`src/rtl/imem_arbiter.sv`:
```
// Instruction memory arbiter: round-robin fetch/debug port sharing with
// idle-driven memory clock gating (ACTIVE -> SLEEP -> WAKE -> ACTIVE).
module imem_arbiter #(
    parameter int unsigned IDLE_CYCLES = 8
) (
    input  logic        clk,
    input  logic        reset_n,
    input  logic        fetch_req,
    input  logic [31:0] fetch_addr,
    output logic        fetch_gnt,
    output logic        fetch_rvalid,
    input  logic        dbg_req,
    input  logic        dbg_we,
    input  logic [31:0] dbg_addr,
    input  logic [31:0] dbg_wdata,
    output logic        dbg_gnt,
    output logic        dbg_rvalid,
    output logic [31:0] rdata,
    output logic        mem_en,
    output logic        mem_we,
    output logic [31:0] mem_addr,
    output logic [31:0] mem_wdata,
    input  logic [31:0] mem_rdata,
    output logic        mem_clk_en
);

    typedef enum logic [1:0] {
        ACTIVE = 2'd0,
        SLEEP  = 2'd1,
        WAKE   = 2'd2
    } state_t;

    localparam logic [7:0] IDLE_LAST = 8'(IDLE_CYCLES - 1);

    state_t     state_q;
    state_t     state_d;
    logic [7:0] idle_cnt_q;
    logic [7:0] idle_cnt_d;
    logic       last_dbg_q;
    logic       last_dbg_d;

    logic       can_grant;
    logic       any_req;
    logic       rvalid_pend;
    logic       gnt_f;
    logic       gnt_d;

    // Grants are gated by reset so outputs read as idle while reset_n is low.
    assign can_grant   = reset_n && (state_q == ACTIVE);
    assign any_req     = fetch_req | dbg_req;
    assign rvalid_pend = fetch_rvalid | dbg_rvalid;

    always_comb begin
        gnt_f = 1'b0;
        gnt_d = 1'b0;
        if (can_grant) begin
            unique case ({fetch_req, dbg_req})
                2'b11: begin
                    gnt_f = last_dbg_q;
                    gnt_d = ~last_dbg_q;
                end
                2'b10:   gnt_f = 1'b1;
                2'b01:   gnt_d = 1'b1;
                default: ;
            endcase
        end
    end

    always_comb begin
        mem_en    = 1'b0;
        mem_we    = 1'b0;
        mem_addr  = '0;
        mem_wdata = '0;
        unique case (1'b1)
            gnt_f: begin
                mem_en   = 1'b1;
                mem_addr = fetch_addr;
            end
            gnt_d: begin
                mem_en    = 1'b1;
                mem_we    = dbg_we;
                mem_addr  = dbg_addr;
                mem_wdata = dbg_wdata;
            end
            default: ;
        endcase
    end

    always_comb begin
        state_d    = state_q;
        idle_cnt_d = idle_cnt_q;
        last_dbg_d = last_dbg_q;
        unique case (state_q)
            ACTIVE: begin
                if (gnt_f || gnt_d) begin
                    idle_cnt_d = '0;
                    last_dbg_d = gnt_d;
                end else if (idle_cnt_q == IDLE_LAST) begin
                    state_d    = SLEEP;
                    idle_cnt_d = '0;
                end else if (rvalid_pend) begin
                    idle_cnt_d = '0;
                end else begin
                    idle_cnt_d = idle_cnt_q + 8'd1;
                end
            end
            SLEEP: begin
                idle_cnt_d = '0;
                if (any_req) begin
                    state_d = WAKE;
                end
            end
            WAKE: begin
                idle_cnt_d = '0;
                state_d    = ACTIVE;
            end
            default: begin
                idle_cnt_d = '0;
                state_d    = ACTIVE;
            end
        endcase
    end

    always_ff @(posedge clk or negedge reset_n) begin
        if (!reset_n) begin
            state_q      <= ACTIVE;
            idle_cnt_q   <= '0;
            last_dbg_q   <= 1'b1;
            fetch_rvalid <= 1'b0;
            dbg_rvalid   <= 1'b0;
        end else begin
            state_q      <= state_d;
            idle_cnt_q   <= idle_cnt_d;
            last_dbg_q   <= last_dbg_d;
            fetch_rvalid <= gnt_f;
            dbg_rvalid   <= gnt_d & ~dbg_we;
        end
    end

    assign fetch_gnt  = gnt_f;
    assign dbg_gnt    = gnt_d;
    assign rdata      = mem_rdata;
    assign mem_clk_en = (state_q != SLEEP);

endmodule
```
`config.mk`:
```
export PLATFORM = sky130hd
export DESIGN_NAME = imem_arbiter
export DESIGN_NICKNAME = d
export VERILOG_FILES = /design/src/rtl/imem_arbiter.sv
export SDC_FILE = /design/constraint.sdc
export NUM_CORES = 1
export LEC_CHECK = 0
export BUFFER_PORTS_ARGS = -buffer_cell sky130_fd_sc_hd__buf_4
export CORE_AREA = 5 5 88 90
export CTS_BUF_LIST = sky130_fd_sc_hd__clkbuf_8
export DETAILED_ROUTE_END_ITERATION = 8
export DIE_AREA = 0 0 93 95
export GPL_TIMING_DRIVEN = 0
export SYNTH_ARGS = -nofsm -noshare
export SYNTH_HDL_FRONTEND = slang
export SYNTH_SLANG_ARGS = --single-unit
```
`constraint.sdc`:
```
create_clock -name clk -period 1.8 [get_ports clk]
set_input_delay 0.27 -clock clk [delete_from_list [all_inputs] [get_ports clk]]
set_output_delay 0.27 -clock clk [all_outputs]
set_load 0.02 [all_outputs]
```
==> run metrics, run 1 <==
Total Routed Length=roughly 7800 um; P&R area growth vs syn=141%; syn_area_per_cell=around 8.4 sq um; layout cells sized above 1=0.691; port buffer count=roughly 200; Clock Tree Buf Depth=2; crit path capture type=output port; worst r2r src=idle_cnt_q[4]; Worst Path Max Fanout=9; IO Pins=236; pre-CTS setup slack=-0.213 ns; min cycle time layout=1.91 ns; post-synthesis cell type count=28; total clock sinks=13; Synth async-reset ratio=1.00; dpl cell area=3010 sq um; Cell Area, Synth=1380 sq um; gr usage total=0.154; Max Cap Viol=0; status=finished with violations; final net count=just over 500; period utilization=1.06; initial antenna violation count=0; setup violation total in the final timing report=54; worst hold-check path type=in2reg; number of remaining DRC errors=0; EDFF count, synth=0; violated checks=negative setup slack; Final Max Tran Viols=0; wire per inst=16.8 um; Seq/Total Area, Yosys=0.236; Slew headroom=0.634; die width=93 um; dpl cells=449; critical register-to-register path endpoint=state_q[0]; Core ar.=6980 sq um; clk root buf=clkbuf_8; Syn Inst Count=164; post-route ant nets=0; syn nets=298; via/cell ratio=4.28; total number of vias=1,975; reg2reg setup slack=0.24 ns; worst clock skew=0.00202 ns; first-pass GRT wire length=10,600 um; Hold EP=dbg_rvalid; setup slack after layout=-0.112 ns; top_reg_cell synth=dfrtp_1; Hold Crit Start=dbg_we; Rows=31; Data required, critical path=1.53 ns; full die area=8840 sq um; Synth warnings=0; largest net degree at the start of global routing=13; Critical Path Start Type=register; Pleak=1.81 nW; worst-margin pin slew=0.547 ns; die height=95 um; initial core utilization=0.198; Yosys top cell area share=0.217; CTS buffer count=3; total power=0.00145 W; RSZ-0062 raised after global routing=yes; Area contributors post-synth=dfrtp_1 (22%), a22o_1 (20%), buf_4 (19%); router iterations before antenna repair=4; utilization after layout=0.477; synthesized flop and latch total=13; total power per unit cell area=436 nW/um^2; n_diodes=0; routability cong.=0.852; Final Non-Filler Cells=461; DRT iter0 DRCs=24; arrival time at the worst endpoint=1.64 ns; Hold Fails Final Rpt=0; fin area=3330 sq um; R2R cell count=3; number of global-route vias before repair=1,959; TritonCTS clock tree=done; Setup CP Type=reg2out; Remaining Overflow, GRT=0; largest area contributor in the netlist=dfrtp_1; CTS clk-pin slew, worst paths=0.06 ns; clock latency on the worst-skew pair=0.25 ns; Max Fclk=523 MHz; Hold Crit Depth=2; hpwl dp=6730 um; H-tree level count=1; VDD IR max=approximately 0.16 mV; fillers=702
-- routing by layer --
layer  share of wire  routed length (um)  up-vias  global-route usage
met1            0.30                2350      892               0.149
met5               0                   0        -                   0
met3            0.13                1010        9              0.0884
li1                -                   -      983                   -
met2            0.55                4280       91               0.282
met4           0.015                 116        0              0.0366
-- what timing repair did --
action                                  4_1_cts  5_1_grt
gates resized for setup                      50        9
cloned                                        1        2
pin swaps                                     3        9
endpoints found under the setup margin       67       65
setup buffers                                 4        1
hold buffers                                  2        0
endpoints found under the hold margin        12        0
-- per-stage QoR --
step | hold slack, ns | TNS [ns]
2_1_floorplan | -0.0256 | 0
3_3_place_gp | 0.132 | -6.29
3_5_place_dp | 0.134 | -6.06
4_1_cts | 0.167 | -3.79
5_1_grt | 0.176 | -7.54
6_report | 0.172 | -2.77
-- kinds of logic after synthesis --
group	after synthesis	share of synthesized area
and+or+nand+nor	59	0.259
adders and majority gates	1	0.00904
AOI/OAI and AO/OA	42	0.255
buffers and inverters	46	0.222
DFF	13	0.236
xor gates and xnor gates	3	0.0190
-- critical path: stages (launching register included) --
cell and delay [ns]:
dfrtp_1 0.41, nor2_4 0.15, and4_4 0.28, buf_12 0.15, clkbuf_16 0.14, a22o_1 0.14
buf_6 0.12
-- cell usage after synthesis (2+ instances only) --
master and count:
a211oi_1 3, a22o_1 32, and2_1 33, buf_2 3, buf_4 35, clkbuf_1 5, dfrtp_1 12, inv_1 3
nand2_1 3, nand3_1 4, nor2_1 5, nor2b_1 2, nor3_1 4, o21ai_0 3, or3_1 3, xor2_1 2
-- cells in the final DEF (no fill, tap or decap), types with 2 or more instances in the layout --
cell and instances:
buf_4 211, buf_6 33, and2_1 33, a22o_1 32
dfrtp_1 12, inv_1 4, nor3_1 4, nand3_1 4
nor2_1 4, nand2_1 3, clkbuf_4 3, o21ai_0 3
or3_1 3, a211oi_1 3, clkbuf_8 3, buf_12 2
nor2b_1 2, xor2_1 2, dlygate4sd3_1 2
-- power by group --
part	switching [W]	internal (W)
sequential	0.0000113	0.000310
combinational	0.000380	0.000488
clock	0.000110	0.000151
total	0.000501	0.000949
-- worst max-delay path by stage --
stage                          start       endpoint  depth (start not counted)
final                     state_q[0]   mem_addr[11]                          6
after global routing      state_q[0]   mem_addr[20]                          6
after CTS                 last_dbg_q   mem_addr[15]                          6
after detailed placement  state_q[1]   mem_addr[15]                          5
after global placement    state_q[1]    mem_addr[6]                          5
after floorplan           state_q[1]  mem_wdata[23]                          5
-- registers in the layout, summed over array words and instances, names as in the netlist --
register	flops
last_dbg_q	1
state_q	2
fetch_rvalid	1
dbg_rvalid	1
idle_cnt_q	8
-- cell type report --
class | count | area (sq um) | share of cell area
Buffer | 41 | 335 | 0.101
Multi-Input combinational cell | 105 | 761 | 0.228
Tap cell | 82 | 103 | 0.0308
Inverter | 3 | 11.3 | 0.00338
Clock buffer | 3 | 41.3 | 0.0124
Clock inverter | 1 | 3.75 | 0.00113
Timing Repair Buffer | 213 | 1750 | 0.525
Sequential cell | 13 | 327 | 0.0981
No activity file was read; power rests on OpenSTA's default activity.
==> run 2, diff against run 1 <==
--- a/config.mk
+++ b/config.mk
@@ -5,12 +5,15 @@
 export SDC_FILE = /design/constraint.sdc
 export NUM_CORES = 1
 export LEC_CHECK = 0
+export ABC_AREA = 1
 export BUFFER_PORTS_ARGS = -buffer_cell sky130_fd_sc_hd__buf_4
-export CORE_AREA = 5 5 88 90
+export CORE_ASPECT_RATIO = 0.5
+export CORE_MARGIN = 5
+export CORE_UTILIZATION = 32
 export CTS_BUF_LIST = sky130_fd_sc_hd__clkbuf_8
 export DETAILED_ROUTE_END_ITERATION = 8
-export DIE_AREA = 0 0 93 95
 export GPL_TIMING_DRIVEN = 0
+export PLACE_DENSITY = 0.84
 export SYNTH_ARGS = -nofsm -noshare
 export SYNTH_HDL_FRONTEND = slang
 export SYNTH_SLANG_ARGS = --single-unit
==> run metrics, run 2 <==
routability cong.=0.809 (-5.0%); number of remaining DRC errors=0 (unchanged); initial core utilization=0.339 (+0.141); Pint=0.000932 W (-1.8%); Slew headroom=0.640 (+0.00603); most common cell in the netlist=inv_1; WP buf/inv=3 (unchanged); Combinational Power Share=0.616 (+0.018); top_reg_cell synth=dfrtp_1; full die area=7000 sq um (-21%); CTS buffer count=3 (unchanged); reg2reg setup slack=0.33 ns (+0.09 ns); RSZ-0062 raised after global routing=yes; Worst Path Max Fanout=8 (-1); post-synthesis cell type count=21 (-25%); n_diodes=0 (unchanged); most flop-heavy register=idle_cnt_q; commonest non-fill, non-tap cell in the layout=buf_4; Seq/Total Area, Yosys=0.191 (-0.0452); synthesized flop and latch total=13 (unchanged); CP dominant cell by count=nor2_4; worst hold-check path type=in2async; Final Non-Filler Cells=579 (+26%); P&R area growth vs syn=124%; status=finished with violations; initial antenna violation count=0 (unchanged); gr usage total=0.204 (+0.0503); total clock sinks=13 (unchanged); Levels on crit path=8 (+2); Setup CP Type=reg2out; Synth async-reset ratio=1.00 (unchanged); max incr delay on CP=0.40 ns (about the same); Worst path top cell family by delay=buffers and inverters; violated checks=negative setup slack; Cell Area, Synth=1710 sq um (+24%); Hold Fails Final Rpt=0 (unchanged); setup slack after layout=-0.0824 ns (+0.0291 ns); switch share=0.375 (+0.0290); post-route ant nets=0 (unchanged); worst-margin pin slew=0.538 ns (-0.00902 ns); router iterations before antenna repair=4 (unchanged); first-pass GRT wire length=11,300 um (+7.0%); most frequent cells in the layout=buf_4 (211), inv_1 (83), nand2_1 (37), buf_6 (31), nor2_1 (31); Largest register FFs=8 (unchanged); Rows=18 (-42%); R2R cell count=7 (+4); clk root buf=clkbuf_8; largest area contributor in the netlist=inv_1; Total Routed Length=8990 um (+16%); dpl cells=564 (+26%); TritonCTS clock tree=done; largest net degree at the start of global routing=13 (unchanged); die width=113 um (+22%); total number of vias=2,438 (+23%); Clock Tree Buf Depth=2 (unchanged); VDD IR max=0.201 mV (+24%); final net count=644 (+25%); Data required, critical path=1.53 ns (about the same); total power=0.00149 W (+2.8%); Final Max Tran Viols=0 (unchanged); Clock power frac=0.166 (-0.014); Pleak=2.30 nW (+28%); Critical Path Start Type=register; arrival time at the worst endpoint=1.61 ns (-0.03 ns); biggest regs=idle_cnt_q (8), state_q (2); min cycle time layout=1.88 ns (-0.0291 ns); critical register-to-register path endpoint=idle_cnt_q[3]; Max Cap Viol=0 (unchanged); hpwl dp=6820 um (+1.3%); number of global-route vias before repair=2,171 (+11%); Crit. Startpoint=state_q[1]; worst path cell trace=nor2_4, nand2_4, nor2_4, buf_12, clkbuf_16, nand2_1, o21ai_1, buf_4; Remaining Overflow, GRT=0 (unchanged); Core ar.=5040 sq um (-28%); Yosys top cell area share=0.180 (-0.0372); Crit-path slowest cell=dfrtp_1; crit path capture=mem_addr[7]; Seq pwr share=0.217 (-0.005); H-tree level count=1 (unchanged); Max Fclk=531 MHz (+1.5%); syn nets=425 (+43%); worst r2r src=state_q[1]; crit path capture type=output port; DRT iter0 DRCs=117 (+390%); Net Switching=0.000559 W (+11%); period utilization=1.05 (-0.0162); pre-CTS setup slack=0.0000723 ns (+0.213 ns); setup violation total in the final timing report=51 (-5.6%); clock latency on the worst-skew pair=0.24 ns (about the same); port buffer count=203 (unchanged); wire per inst=15.5 um (-7.8%); die height=61.7 um (-35%); layout cells sized above 1=0.607 (-0.0842); Area contributors post-synth=inv_1 (18%), dfrtp_1 (18%), buf_4 (15%); worst clock skew=0.00402 ns (+0.00200 ns); EDFF count, synth=0 (unchanged); IO Pins=236 (unchanged); Synth warnings=0 (unchanged); synth cell count leaders=inv_1 (82), nand2_1 (53), buf_4 (34), nor2_1 (31), o21ai_0 (28); syn_area_per_cell=5.88 sq um (-30%); total power per unit cell area=389 nW/um^2 (-11%); Syn Inst Count=291 (+77%); CTS clk-pin slew, worst paths=0.05 ns (about the same); via/cell ratio=4.21 (-1.7%)
run 2: cell count changes in the layout (fill, tap and decap cells not counted), moves of 7 or more:
cell / change
inv_1: +79
nand2_1: +34
and2_1: -33
a22o_1: -32
nor2_1: +27
nor2_4: +17
o21ai_1: +12
nand2_2: +11
o21ai_2: +10
o21ai_0: +9
nand2_4: +7
run 2: layout make-up:
cell class,instances,area [sq um]
flip-flops and latches,13,327
clock buffers,3,41.3
multi-input cells,154,921
well taps,70,87.6
repair buffers,214,1770
plain buffers,42,375
clock inverters,1,3.75
fillers,376,1210
inverters,82,308
run 2: through the flow:
step / TNS (ns) / hold slack [ns] / utilization / cell area [sq um]
2_1_floorplan: 0 / -0.0256 / - / 1710
3_3_place_gp: 0 / 0.132 / 0.659 / 3320
3_5_place_dp: 0 / 0.134 / 0.659 / 3320
4_1_cts: -1.53 / 0.00315 / 0.712 / 3590
5_1_grt: -5.94 / 0.00945 / 0.760 / 3830
6_report: -2.17 / 0.00956 / 0.760 / 3830
run 2: what timing repair did:
action | CTS | global route
setup buffers | 3 | 2
resized for setup | 53 | 60
endpoints found under the setup margin | 67 | 66
hold buffers | 1 | 0
pin swaps | 1 | 1
hold endpoints to repair | 12 | 0
gates cloned | 4 | 1
run 2: how the worst min path moves through the flow:
stage,startpoint,to,slack [ns]
2_1_floorplan,reset_n,dbg_rvalid,-0.03
5_1_grt,reset_n,last_dbg_q,0.009
3_3_place_gp,reset_n,idle_cnt_q[0],0.13
4_1_cts,reset_n,last_dbg_q,0.003
3_5_place_dp,reset_n,dbg_rvalid,0.13
6_report,reset_n,last_dbg_q,0.01
run 2: cells by family (layout without fill, tap and decap cells):
kind of cell	after synthesis	after routing	synth area share
buffers and inverters	124	342	0.364
AND/OR/NAND/NOR	115	115	0.325
flip-flops	13	13	0.191
AO/OA/AOI/OAI	37	37	0.108
adder cells (fa/ha/maj)	1	1	0.00731
XOR/XNOR	1	1	0.00512
run 2: routing by layer:
| metal | wire (um) | up-vias | global-route usage |
|---|---|---|---|
| met1 | 3060 | 1113 | 0.235 |
| met5 | 0 | - | 0 |
| met3 | 502 | 6 | 0.0319 |
| met4 | 76 | 0 | 0.0308 |
| met2 | 5350 | 83 | 0.420 |
| li1 | - | 1236 | - |
run 2: power by group through the flow:
stage / clock [W] / sequential (W) / combinational [W]
final: 0.000248 / 0.000324 / 0.000918
after global routing: 0.000268 / 0.000326 / 0.000976
after CTS: 0.000255 / 0.000324 / 0.000844
after detailed placement: 0 / 0.000327 / 0.000780
after global placement: 0 / 0.000326 / 0.000771
after floorplan: 0 / 0.000327 / 0.000381
==> run 3, diff against run 2 <==
--- a/config.mk
+++ b/config.mk
@@ -7,13 +7,15 @@
 export LEC_CHECK = 0
 export ABC_AREA = 1
 export BUFFER_PORTS_ARGS = -buffer_cell sky130_fd_sc_hd__buf_4
+export CELL_PAD_IN_SITES_DETAIL_PLACEMENT = 1
+export CELL_PAD_IN_SITES_GLOBAL_PLACEMENT = 1
 export CORE_ASPECT_RATIO = 0.5
 export CORE_MARGIN = 5
-export CORE_UTILIZATION = 32
+export CORE_UTILIZATION = 18
 export CTS_BUF_LIST = sky130_fd_sc_hd__clkbuf_8
 export DETAILED_ROUTE_END_ITERATION = 8
 export GPL_TIMING_DRIVEN = 0
-export PLACE_DENSITY = 0.84
+export PLACE_DENSITY_LB_ADDON = 0.1
 export SYNTH_ARGS = -nofsm -noshare
 export SYNTH_HDL_FRONTEND = slang
 export SYNTH_SLANG_ARGS = --single-unit
==> run metrics, run 3 (synthesized netlist as in run 2, its figures left out) <==
status=finished with violations; violated checks=negative setup slack; period utilization=1.04 (-0.00750); most frequent cells in the layout=buf_4 (218), inv_1 (82), nand2_1 (53), nor2_1 (31), buf_6 (25); most flop-heavy register=idle_cnt_q; biggest regs=idle_cnt_q (8), state_q (2); Detail Route met3 WL=821 um (+64%); max incr delay on CP=0.40 ns (about the same); die width=148 um (+30%); Total Routed Length=8400 um (-6.5%); Setup CP Type=reg2out; full die area=11,700 sq um (+67%); number of remaining DRC errors=0 (unchanged); worst hold-check path type=in2reg; Clock Tree Buf Depth=2 (unchanged); fillers=1,216 (+220%); Worst Path Max Fanout=10 (+2); metal2 WL=4810 um (-10%); H-tree level count=1 (unchanged); largest net degree at the start of global routing=13 (unchanged); clk root buf=clkbuf_8; clock latency on the worst-skew pair=0.25 ns (about the same); Max Cap Viol=0 (unchanged); TritonCTS clock tree=done; total power=0.00143 W (-4.3%); P&R area growth vs syn=115%; Data required, critical path=1.53 ns (about the same); setup slack after layout=-0.0690 ns (+0.0135 ns); Critical Path Start Type=register; M1 wire length=2680 um (-12%); Slew headroom=0.607 (-0.0337); RSZ-0062 raised after global routing=yes; wire per inst=13.4 um (-13%); total number of vias=2,380 (-2.4%); total clock sinks=13 (unchanged); arrival time at the worst endpoint=1.60 ns (about the same); gr usage total=0.131 (-0.0728); post-route ant nets=0 (unchanged); Rows=25 (+7); VDD IR max=0.236 mV (+18%); initial antenna violation count=0 (unchanged); CTS buffer count=3 (unchanged); fin area=3680 sq um (-4.1%); n_diodes=0 (unchanged); commonest non-fill, non-tap cell in the layout=buf_4; Hold Fails Final Rpt=0 (unchanged); Remaining Overflow, GRT=0 (unchanged); die height=79.0 um (+28%); worst clock skew=0.00259 ns (-0.00143 ns); Core ar.=9350 sq um (+85%); DRT iter0 DRCs=42 (-64%); Pleak=2.19 nW (-4.9%); total power per unit cell area=388 nW/um^2 (-0.20%); DR top layer=met4; layout cells sized above 1=0.556 (-0.0515); CTS clk-pin slew, worst paths=0.06 ns (about the same); worst-margin pin slew=0.588 ns (+0.0504 ns); Max Fclk=535 MHz (+0.72%); worst path cell trace=nor2_4, nand2_4, nor2_4, nand2_4, buf_6, buf_12, nor2_4, buf_6; initial core utilization=0.183 (-0.156); Crit-path slowest cell=dfrtp_1; final net count=639 (-0.78%); via/cell ratio=3.81 (-9.6%); dpl cell area=3390 sq um (+1.9%); Largest register FFs=8 (unchanged); first-pass GRT wire length=12,400 um (+10%); setup violation total in the final timing report=40 (-22%); number of global-route vias before repair=2,396 (+10%); IO Pins=236 (unchanged); CP dominant cell by count=nor2_4; routability cong.=0.721 (-11%); crit path capture type=output port; port buffer count=203 (unchanged); min cycle time layout=1.87 ns (-0.0135 ns); reg2reg setup slack=0.34 ns (about the same); hpwl dp=7260 um (+6.5%); router iterations before antenna repair=2 (-2); Final Max Tran Viols=0 (unchanged)
## run 3: changes by cell type in the layout (fill, tap and decap cells not counted), sizes merged
| cell | before | now |
|---|---|---|
| clkbuf | 6 | 5 |
| dlygate4sd3 | 1 | 2 |
| buf | 252 | 247 |
## run 3: worst paths after layout
path                          startpoint       endpoint  cells past startpoint
min in group asynchronous        reset_n  idle_cnt_q[6]                      2
setup reg to reg           idle_cnt_q[0]  idle_cnt_q[4]                      6
hold / removal                    dbg_we     dbg_rvalid                      2
hold reg to reg               last_dbg_q     last_dbg_q                      2
max in group asynchronous        reset_n   fetch_rvalid                      2
setup / recovery              state_q[1]  mem_wdata[22]                      8
## run 3: cell type report
| type | instances | area (sq um) | area share |
|---|---|---|---|
| timing repair buffer | 209 | 1650 | 0.449 |
| inverter | 82 | 308 | 0.0837 |
| tap | 121 | 151 | 0.0412 |
| multi-input combinational | 154 | 831 | 0.226 |
| clock buffer | 3 | 41.3 | 0.0112 |
| buffer | 42 | 365 | 0.0994 |
| clock inverter | 1 | 3.75 | 0.00102 |
| sequential | 13 | 327 | 0.0888 |
## run 3: where the power goes
group	total [W]	internal [W]	leakage [nW]	switching [W]
clock	0.000261	0.000151	0.0269	0.000110
sequential	0.000324	0.000311	0.175	0.0000136
combinational	0.000842	0.000432	1.99	0.000409
## run 3: stage by stage
step	hold slack [ns]	worst slack, ns	cells	TNS (ns)	util
finish	0.176	-0.0690	625	-1.48	0.393
global route	0.163	-0.134	625	-6.61	0.393
CTS	0.169	-0.0787	624	-2.77	0.386
detailed placement	0.142	0.0327	615	0	0.362
global placement	0.144	0.0519	615	0	0.362
floorplan	-0.0256	0.117	291	0	-
## run 3: critical path, delay by kind of cell (launching register included)
family / cells / cell delay (ns)
buffers and inverters: 3 / 0.43
DFF: 1 / 0.40
and+or+nand+nor: 5 / 0.51
## run 3: repair_timing
item | CTS | global route
endpoints found under the hold margin | 12 | 0
gates resized for setup | 51 | 18
cloned | 1 | 0
endpoints found under the setup margin | 67 | 66
hold buffers | 2 | 0
pin swaps | 2 | 1
setup buffers | 2 | 1
## run 3: layer usage
metal / track usage / vias up
li1: - / 1227
met1: 0.132 / 1060
met2: 0.262 / 87
met3: 0.0490 / 6
met4: 0.0240 / 0
met5: 0 / -
